--- config.mk ---
export PLATFORM = sky130hd
export DESIGN_NAME = vc_router_bypass_pipe_flat
export DESIGN_NICKNAME = d
export VERILOG_FILES = /design/src/rtl/vc_router_bypass_pipe_if.sv /design/src/rtl/vc_router_bypass_pipe.sv /design/src/flat_wrapper.sv
export SDC_FILE = /design/constraint.sdc
export NUM_CORES = 1
export LEC_CHECK = 0
export ABC_CLOCK_PERIOD_IN_PS = 3500
export BUFFER_PORTS_ARGS = -buffer_cell sky130_fd_sc_hd__buf_2
export CORE_AREA = 5 5 467 469
export DETAILED_ROUTE_END_ITERATION = 8
export DIE_AREA = 0 0 472 474
export GPL_TIMING_DRIVEN = 0
export SYNTH_ARGS = -nofsm -noshare
export SYNTH_HDL_FRONTEND = slang
export SYNTH_SLANG_ARGS = --single-unit
--- constraint.sdc ---
create_clock -name clk -period 3.5 [get_ports clk]
set_input_delay 0.35 -clock clk [delete_from_list [all_inputs] [get_ports clk]]
set_output_delay 0.35 -clock clk [all_outputs]
set_load 0.03 [all_outputs]
--- src/rtl/vc_router_bypass_pipe_if.sv ---
// Bus bundle between the fabric links (x side), the bypass shim and one VC
// router instance (y side).
//
// Flow control is credit based with no backpressure. A flit is transferred
// in every cycle in which its channel's valid bit is 1. Each credit bit
// returns one buffer slot for one VC in the cycle it is 1. There is no
// ready signal, so nothing can stall: a flit or credit that is presented
// must be taken in that cycle.
//
// Signals:
//   bypassReq     requested mode, 1 = bypass (into shim)
//   bypassActive  1 while the x outputs come from the bypass pipe
//   routerClkEn   clock enable for the router's clock buffer
//   x_in*/x_out*  link-side flits, valids and credits
//   y_in*/y_out*  router-side flits, valids and credits
//   bypFlitCount  flits accepted into the bypass pipe (wraps)
//   dbgState      shim FSM state for debug and checkers
// slave modport = the shim, master modport = whatever drives the shim.
interface vc_router_bypass_pipe_if #(
  parameter int NUM_CH = 5,
  parameter int NUM_VC = 2,
  parameter int FLIT_W = 55
);
  logic                       bypassReq;
  logic                       bypassActive;
  logic                       routerClkEn;
  logic [NUM_CH*FLIT_W-1:0]   x_inFlit;
  logic [NUM_CH-1:0]          x_inValid;
  logic [NUM_CH*NUM_VC-1:0]   x_inCredit;
  logic [NUM_CH*FLIT_W-1:0]   x_outFlit;
  logic [NUM_CH-1:0]          x_outValid;
  logic [NUM_CH*NUM_VC-1:0]   x_outCredit;
  logic [NUM_CH*FLIT_W-1:0]   y_inFlit;
  logic [NUM_CH-1:0]          y_inValid;
  logic [NUM_CH*NUM_VC-1:0]   y_inCredit;
  logic [NUM_CH*FLIT_W-1:0]   y_outFlit;
  logic [NUM_CH-1:0]          y_outValid;
  logic [NUM_CH*NUM_VC-1:0]   y_outCredit;
  logic [31:0]                bypFlitCount;
  logic [1:0]                 dbgState;

  modport slave (
    input  bypassReq, x_inFlit, x_inValid, x_outCredit,
           y_inCredit, y_outFlit, y_outValid,
    output bypassActive, routerClkEn, x_inCredit, x_outFlit, x_outValid,
           y_inFlit, y_inValid, y_outCredit, bypFlitCount, dbgState
  );

  modport master (
    output bypassReq, x_inFlit, x_inValid, x_outCredit,
           y_inCredit, y_outFlit, y_outValid,
    input  bypassActive, routerClkEn, x_inCredit, x_outFlit, x_outValid,
           y_inFlit, y_inValid, y_outCredit, bypFlitCount, dbgState
  );
endinterface

--- src/rtl/vc_router_bypass_pipe.sv ---
// Router bypass shim. It sits between the fabric links (x side) and one VC
// router (y side).
// NORMAL: flits and credits pass straight between x and y.
// BYPASS: each x input channel loops back to the same-index x output
//         through a BYP_STAGES-deep register pipe, and the router clock is
//         gated off.
// Mode changes go through a quiesce state. The switch only happens after
// QUIET_CYCLES consecutive idle cycles, so no flit or credit is lost or
// duplicated. Leaving bypass also requires the pipe to be empty.
//
// Ports:
//   clk    sole clock
//   reset  asynchronous, active-high reset
//   io     vc_router_bypass_pipe_if.slave (all data, control and status)
//
// BYP_STAGES must be in 1..4. QUIET_CYCLES must be at least 1.
module vc_router_bypass_pipe #(
  parameter int NUM_CH       = 5,
  parameter int NUM_VC       = 2,
  parameter int FLIT_W       = 55,
  parameter int BYP_STAGES   = 1,
  parameter int QUIET_CYCLES = 4
) (
  input  logic                    clk,
  input  logic                    reset,
  vc_router_bypass_pipe_if.slave  io
);

  localparam int CW = NUM_CH * NUM_VC;
  localparam int FW = NUM_CH * FLIT_W;
  localparam int QW = $clog2(QUIET_CYCLES + 1);
  localparam logic [QW-1:0] QUIET_MAX = QW'(QUIET_CYCLES);

  typedef enum logic [1:0] {
    NORMAL = 2'd0,
    Q2B    = 2'd1,
    BYPASS = 2'd2,
    Q2N    = 2'd3
  } state_t;

  state_t          state, stateNext;
  logic [QW-1:0]   quiet, quietIncl;
  logic            sel, clkEn;
  logic            idle, pipeEmpty;
  logic [31:0]     bypCount;

  logic [FW-1:0]     pipeFlit  [BYP_STAGES];
  logic [NUM_CH-1:0] pipeValid [BYP_STAGES];
  logic [CW-1:0]     pipeCred  [BYP_STAGES];

  // Idle means nothing moves in either direction on either side.
  assign idle = ~(|io.x_inValid) & ~(|io.y_outValid) &
                ~(|io.x_outCredit) & ~(|io.y_inCredit);

  // Quiet count including the current cycle. A mode switch needs the
  // switching cycle itself to be idle as well.
  always_comb begin
    quietIncl = '0;
    if (idle) begin
      quietIncl = (quiet == QUIET_MAX) ? quiet : quiet + 1'b1;
    end
  end

  always_comb begin
    pipeEmpty = 1'b1;
    for (int s = 0; s < BYP_STAGES; s++) begin
      if ((|pipeValid[s]) || (|pipeCred[s])) pipeEmpty = 1'b0;
    end
  end

  always_comb begin
    stateNext = state;
    unique case (state)
      NORMAL: if (io.bypassReq) stateNext = Q2B;
      Q2B: begin
        if (!io.bypassReq)                stateNext = NORMAL;
        else if (quietIncl == QUIET_MAX)  stateNext = BYPASS;
      end
      BYPASS: if (!io.bypassReq) stateNext = Q2N;
      Q2N: begin
        // The router clock is already running here, so that it is awake
        // before it gets traffic again.
        if (io.bypassReq)                              stateNext = BYPASS;
        else if (quietIncl == QUIET_MAX && pipeEmpty)  stateNext = NORMAL;
      end
      default: stateNext = NORMAL;
    endcase
  end

  // sel and clkEn are registered decodes of the next state, so they change
  // on the same edge that enters the new state.
  always_ff @(posedge clk or posedge reset) begin
    if (reset) begin
      state <= NORMAL;
      sel   <= 1'b0;
      clkEn <= 1'b1;
      quiet <= '0;
    end else begin
      state <= stateNext;
      sel   <= (stateNext == BYPASS) || (stateNext == Q2N);
      clkEn <= (stateNext != BYPASS);
      quiet <= (stateNext != state) ? '0 : quietIncl;
    end
  end

  // Valid and credit bits load 0 when not in bypass, so NORMAL traffic
  // never enters the pipe.
  always_ff @(posedge clk or posedge reset) begin
    if (reset) begin
      for (int s = 0; s < BYP_STAGES; s++) begin
        pipeValid[s] <= '0;
        pipeCred[s]  <= '0;
      end
    end else begin
      pipeValid[0] <= io.x_inValid & {NUM_CH{sel}};
      pipeCred[0]  <= io.x_outCredit & {CW{sel}};
      for (int s = 1; s < BYP_STAGES; s++) begin
        pipeValid[s] <= pipeValid[s-1] & {NUM_CH{sel}};
        pipeCred[s]  <= pipeCred[s-1] & {CW{sel}};
      end
    end
  end

  // Flit data is qualified by the valid bits, so it needs no reset.
  always_ff @(posedge clk) begin
    pipeFlit[0] <= io.x_inFlit;
    for (int s = 1; s < BYP_STAGES; s++) begin
      pipeFlit[s] <= pipeFlit[s-1];
    end
  end

  always_ff @(posedge clk or posedge reset) begin
    if (reset) begin
      bypCount <= '0;
    end else if (sel) begin
      bypCount <= bypCount + 32'($countones(io.x_inValid));
    end
  end

  assign io.y_inFlit     = io.x_inFlit;
  assign io.y_inValid    = io.x_inValid & ~{NUM_CH{sel}};
  assign io.y_outCredit  = io.x_outCredit & ~{CW{sel}};
  assign io.x_outFlit    = sel ? pipeFlit[BYP_STAGES-1]  : io.y_outFlit;
  assign io.x_outValid   = sel ? pipeValid[BYP_STAGES-1] : io.y_outValid;
  assign io.x_inCredit   = sel ? pipeCred[BYP_STAGES-1]  : io.y_inCredit;
  assign io.bypassActive = sel;
  assign io.routerClkEn  = clkEn;
  assign io.bypFlitCount = bypCount;
  assign io.dbgState     = state;

endmodule
--- src/flat_wrapper.sv ---
// flat-port wrapper written by rule: the top's interface ports become plain ports
module vc_router_bypass_pipe_flat 
#(
  parameter int NUM_CH       = 5,
  parameter int NUM_VC       = 2,
  parameter int FLIT_W       = 55,
  parameter int BYP_STAGES   = 1,
  parameter int QUIET_CYCLES = 4
)
  (clk, reset, io_bypassReq, io_x_inFlit, io_x_inValid, io_x_outCredit, io_y_inCredit, io_y_outFlit, io_y_outValid, io_bypassActive, io_routerClkEn, io_x_inCredit, io_x_outFlit, io_x_outValid, io_y_inFlit, io_y_inValid, io_y_outCredit, io_bypFlitCount, io_dbgState);
  vc_router_bypass_pipe_if #(.NUM_CH(NUM_CH), .NUM_VC(NUM_VC), .FLIT_W(FLIT_W)) io_i ();
  input  logic clk;
  input  logic reset;
  input wire logic [$bits(io_i.bypassReq)-1:0] io_bypassReq;
  input wire logic [$bits(io_i.x_inFlit)-1:0] io_x_inFlit;
  input wire logic [$bits(io_i.x_inValid)-1:0] io_x_inValid;
  input wire logic [$bits(io_i.x_outCredit)-1:0] io_x_outCredit;
  input wire logic [$bits(io_i.y_inCredit)-1:0] io_y_inCredit;
  input wire logic [$bits(io_i.y_outFlit)-1:0] io_y_outFlit;
  input wire logic [$bits(io_i.y_outValid)-1:0] io_y_outValid;
  output wire logic [$bits(io_i.bypassActive)-1:0] io_bypassActive;
  output wire logic [$bits(io_i.routerClkEn)-1:0] io_routerClkEn;
  output wire logic [$bits(io_i.x_inCredit)-1:0] io_x_inCredit;
  output wire logic [$bits(io_i.x_outFlit)-1:0] io_x_outFlit;
  output wire logic [$bits(io_i.x_outValid)-1:0] io_x_outValid;
  output wire logic [$bits(io_i.y_inFlit)-1:0] io_y_inFlit;
  output wire logic [$bits(io_i.y_inValid)-1:0] io_y_inValid;
  output wire logic [$bits(io_i.y_outCredit)-1:0] io_y_outCredit;
  output wire logic [$bits(io_i.bypFlitCount)-1:0] io_bypFlitCount;
  output wire logic [$bits(io_i.dbgState)-1:0] io_dbgState;
  assign io_i.bypassReq = io_bypassReq;
  assign io_i.x_inFlit = io_x_inFlit;
  assign io_i.x_inValid = io_x_inValid;
  assign io_i.x_outCredit = io_x_outCredit;
  assign io_i.y_inCredit = io_y_inCredit;
  assign io_i.y_outFlit = io_y_outFlit;
  assign io_i.y_outValid = io_y_outValid;
  assign io_bypassActive = io_i.bypassActive;
  assign io_routerClkEn = io_i.routerClkEn;
  assign io_x_inCredit = io_i.x_inCredit;
  assign io_x_outFlit = io_i.x_outFlit;
  assign io_x_outValid = io_i.x_outValid;
  assign io_y_inFlit = io_i.y_inFlit;
  assign io_y_inValid = io_i.y_inValid;
  assign io_y_outCredit = io_i.y_outCredit;
  assign io_bypFlitCount = io_i.bypFlitCount;
  assign io_dbgState = io_i.dbgState;
  vc_router_bypass_pipe #(.NUM_CH(NUM_CH), .NUM_VC(NUM_VC), .FLIT_W(FLIT_W), .BYP_STAGES(BYP_STAGES), .QUIET_CYCLES(QUIET_CYCLES)) u_core (.clk(clk), .reset(reset), .io(io_i));
endmodule
Word level (Yosys, flattened, before mapping)
Memory sizes are Yosys's and may differ from the RTL's.
Cells that the tools add are included.
{"block": "totals", "reg_bits": 54, "ramBits": 275, "inputBits": 583, "out_inout_bits": 616, "word_cells": 60, "memories": 1}
{"name": "u_core.pipeFlit", "depth": 1, "word_bits": 275, "rd": 1, "rd_clocked_by_memory_dff": 0, "wr": 1, "line": "vc_router_bypass_pipe.sv:47", "rtl": "logic [FW-1:0] pipeFlit [BYP_STAGES];"}
{"block": "classes", "add_sub_neg": 6, "eq_ne": 9, "n_mux": 14, "n_bitwise": 13, "reduce_logical": 10}
{"operator": "$mux 275", "n": 1}
{"operator": "$add 32x32->32", "n": 2}
{"operator": "$add 32x1->32", "n": 1}
{"operator": "$reduce_or 10->1", "n": 3}
{"operator": "$and 10x10->10", "n": 2}
{"operator": "$reduce_or 5->1", "n": 3}
{"operator": "$mux 2", "n": 6}
{"operator": "$and 5x5->5", "n": 2}
{"operator": "$mux 10", "n": 1}
{"operator": "$not 10->10", "n": 1}
{"operator": "$mux 3", "n": 3}
{"operator": "$eq 2x2->1 const B", "n": 4}
{"operator": "$pmux 2 s4", "n": 1}
{"operator": "$eq 3x3->1 const B", "n": 2}
{"operator": "$mux 5", "n": 1}
{"operator": "$not 5->5", "n": 1}
{"operator": "$add 1x1->2", "n": 2}
{"operator": "$not 1->1", "n": 4}
{"operator": "$add 3x1->3 const B", "n": 1}
{"operator": "$and 1x1->1", "n": 3}
{"operator": "$eq 2x1->1 const B", "n": 1}
{"operator": "$logic_not 2->1", "n": 1}
{"operator": "$logic_or 1x1->1", "n": 2}
{"operator": "$ne 2x2->1", "n": 1}
{"operator": "other kinds (3)", "n": 3}

Longest topological paths before layout
{"block": "depth", "word_depth": 13, "ltp_mapped": 10}

Least setup slack after synthesis
Ideal clock, no wire load.
{"block": "synth_path", "path_type": "input-to-reg", "start": "input io_x_inValid[2]", "end": "register u_core.bypCount[28], in the netlist u_core.io.bypFlitCount[28]", "setup_ns": 0.134, "arrival_ns": 2.863, "path_slack_ns": 0.502, "cell_stages": 10, "path_buffers": 0, "cell_sequence": "inv_1 ha_1 fa_1 ha_1 inv_1 fa_1 nand2b_1 a2111oi_1 nand4_1 xnor2_1"}
{"block": "synth_via", "elab_chain_len": 4}
{"item": "from (decl)", "line": "flat_wrapper.sv:16", "rtl": "input wire logic [$bits(io_i.x_inValid)-1:0] io_x_inValid;"}
{"item": "$add 1x1->2 (implied by the code)", "line": "vc_router_bypass_pipe.sv:136", "rtl": "bypCount <= bypCount + 32'($countones(io.x_inValid));"}
{"item": "$add 32x32->32 (implied by the code)", "line": "vc_router_bypass_pipe.sv:136"}
{"item": "$add 32x1->32 (implied by the code)", "line": "vc_router_bypass_pipe.sv:136"}
{"item": "$add 32x32->32", "line": "vc_router_bypass_pipe.sv:136"}
{"item": "to (signal assigned)", "line": "vc_router_bypass_pipe.sv:136"}
{"item": "to (decl)", "line": "vc_router_bypass_pipe.sv:45", "rtl": "logic [31:0] bypCount;"}
No other way between the ends.
A chain may end at the register's enable or synchronous reset.

Worst setup path after layout
{"block": "layout_path", "start": "register u_core.sel, in the netlist u_core.io.bypassActive", "end": "output io_x_outFlit[168]"}
{"block": "layout_via", "elab_chain_len": 1}
{"item": "from (decl)", "line": "vc_router_bypass_pipe.sv:43", "rtl": "logic sel, clkEn;"}
{"item": "from (signal assigned)", "line": "vc_router_bypass_pipe.sv:100", "rtl": "sel <= (stateNext == BYPASS) || (stateNext == Q2N);"}
{"item": "$mux 275", "line": "vc_router_bypass_pipe.sv:143", "rtl": "assign io.x_outFlit = sel ? pipeFlit[BYP_STAGES-1] : io.y_outFlit;"}
{"item": "to (decl)", "line": "flat_wrapper.sv:24", "rtl": "output wire logic [$bits(io_i.x_outFlit)-1:0] io_x_outFlit;"}
No other way between the ends.

==> summary.txt <==
Max H-tree Level -> 2
RSZ-0062 raised after global routing -> no
crit path cell chain -> buf_6 -> clkbuf_4 -> buf_2 -> mux2_2 -> buf_2
hold depth -> 2
Slowest-stage cell, CP -> dfrtp_2
critical path data arrival time -> 2990 ps
Max Slew Vio Count -> 1
Root Driver -> clkbuf_16
worst r2r dst -> u_core.io.bypFlitCount[28]
cts bufs inserted -> 46
CP Capture Type -> output port
routability cong. -> 1.16
count of different cell masters after synthesis -> 40
Pre-Repair DR Iteration Count -> 5
commonest cells after routing, fill and taps aside -> buf_2, mux2_2, dlygate4sd3_1
Fmax -> 299 MHz
Worst EP required -> 3150 ps
vias in the first global route -> 16.8k
ys async rst share -> 16.4%
layout cells sized above 1 -> 69.9%
fin crit share -> 95.4%
synthesized flop and latch total -> 329
Synth Instances -> 1125
r2r setup slk -> 580 ps
Crit path top cell by count -> buf_2
die height -> 474 µm
slowest cell delay on critical path -> 570 ps
Placed Area -> 23300 µm²
pwr/cell area -> 418 nW/µm²
number of synthesized flops with an enable pin -> 0
Max FO, Critical Path -> 11
Tot Pwr -> 0.0117 W
failing checks -> max-capacitance violations, max-slew violations
WHS Endpoint -> u_core.pipeCred[6]
Total Wirelength -> 188000 µm
Final setup viols -> 0
per-cell routed wire length -> 33.7 µm
starting density of the core -> 6.41%
max-cap violation count -> 1
Hold Path Origin -> io_x_outCredit[6]
Most used DFF post-synth -> dfxtp_1
Mean Syn Cell Area -> 12.2 µm²
Ys Warns -> 0
Clock Skew -> 49.9 ps
top cells by area, synth -> dfxtp_1, mux2_2, buf_4
die width -> 472 µm
Longest Clk Path Bufs -> 3
worst reg2reg startpoint -> u_core.io.bypFlitCount[0]
Area Growth Syn to Fin -> 104%
post-DR vias/cell -> 2.97
Reg2Reg Depth -> 8
synthesized net count -> 1720
first-pass GRT wire length -> 223000 µm
antenna violations before repair -> 234
Setup Crit Path Kind -> flop to output port
postcts setup bufs -> 0
leak pwr -> 12.8 nW
Synth top area share -> 40.2%
DP Wirelength -> 172000 µm
clock sink count -> 329
total core area -> 214000 µm²
via count -> 16.6k
Reg clk slew, reported paths -> 60 ps
status -> finished, violations left
Initial DRC Count -> 1019
Rel. slew slack -> -0.428%
CTS tree -> built
largest net degree at the start of global routing -> 33
Hold/Removal Path Class -> input port to flop
gr ovfl total -> 0
fin nets -> 3259
DRC -> 0
Die Area -> 224000 µm²
num rows -> 170
Seq/Total Area, Yosys -> 50.1%
Period minus WS final -> 3340 ps
crit path launch type -> flop
Synth Cell Area -> 13700 µm²
Yosys top cell by area -> dfxtp_1
Final ANT Viol Nets -> 0
I/O Buffers -> 1198
Final Hold Vio Count -> 0
Worst-Margin Slew -> 1490 ps
I/O pin cnt -> 1199
peak supply drop -> 0.388 mV
worst skew pair latency -> 670 ps
commonest non-fill, non-tap cell in the layout -> buf_2
Global Route Usage Sum -> 16.1%
Design Area, Final -> 27900 µm²
cell usage after synthesis, drive strengths merged, types with 2 or more instances:
library cell and instances:
clkbuf 5, nand2 10, dfxtp 275, xnor2 27, nor3 5, a21bo 2, xor2 5, and2 16
fa 3, nor2b 11, inv 18, ha 9, nand2b 4, and3 7, nor4 11, nand4 15
o21ai 3, dfrtp 53, nand3 15, a21oi 4, mux2 292, nor2 14, buf 307
area by class of cell:
class	count	area (µm²)
sequential	329	6860
clock inverter	25	279
tap	2838	3550
fill	24400	186000
timing repair buffer	1491	8950
multi-input combinational	466	4560
clock buffer	60	1290
buffer	312	2260
antenna	49	123
inverter	18	67.6
metrics by stage:
stage                     hold slack, ps  utilization, %  setup slack [ps]  setup TNS (ps)  instances
final                                115            13.1               160               0       5588
after global routing                46.4            13.1              76.1               0       5571
after CTS                           5.85            13.0              43.8               0       5539
after global placement               461            10.9              -918         -113750       5161
after detailed placement             458            10.9              -242           -4700       5165
after floorplan                      378               -               502               0       1125
what timing repair did:
action / CTS / global route
hold endpoints to repair: 322 / 0
hold buffers: 289 / 0
resized for setup: 14 / 1
endpoints found under the setup margin: 305 / 4
kinds of logic (layout without fill, tap and decap cells):
logic type      count (synthesis)  count (layout)  share of synthesized area [%]
simple gates                  113             113                           4.72
xor+xnor                       32              32                           2.05
fa+ha+maj                      12              12                           1.26
buf+inv                       330            1906                           16.8
mux                           292             292                           24.0
flops                         329             329                           50.1
other cells                     0              49                              0
compound gates                 17              17                          0.988
power by group:
group          total [W]  leakage [nW]  internal (W)  switching (W)
Clock            0.00498         0.738       0.00279        0.00218
Sequential       0.00397          3.06       0.00393      0.0000459
Combinational    0.00273          9.02       0.00101        0.00173
Total             0.0117          12.8       0.00773        0.00395
worst max-delay path by stage:
stage                                      start                    endpoint  slack [ps]
after floorplan                  io_x_inValid[2]  u_core.io.bypFlitCount[28]         500
after global placement    u_core.io.bypassActive           io_x_outFlit[154]        -920
after detailed placement  u_core.io.bypassActive           io_x_outFlit[155]        -240
after CTS                 u_core.io.bypassActive           io_x_outFlit[228]          40
after global routing      u_core.io.bypassActive           io_x_outFlit[220]          80
final                     u_core.io.bypassActive           io_x_outFlit[168]         160
flip-flops by register name, summed over array words and instances (netlist names):
name                    flops
u_core.pipeFlit           275
u_core.io.bypFlitCount     32
u_core.pipeCred            10
u_core.pipeValid            5
u_core.quiet                3
u_core.io.dbgState          2
u_core.io.bypassActive      1
u_core.io.routerClkEn       1
worst max-delay path, delay by kind of cell, from the launching register on:
family / cells / cell delay [ps]
flops: 1 / 570
buf+inv: 4 / 1250
mux: 1 / 390
layer usage:
layer	GRT usage [%]	vias up	part of all wire, %
met5	1.41	-	0.44
met4	5.42	62	4.8
met3	11.7	546	17
met2	26.8	1558	45
met1	15.5	7774	33
li1	-	6671	-
Note: power is estimated with default switching activity, not from simulation.
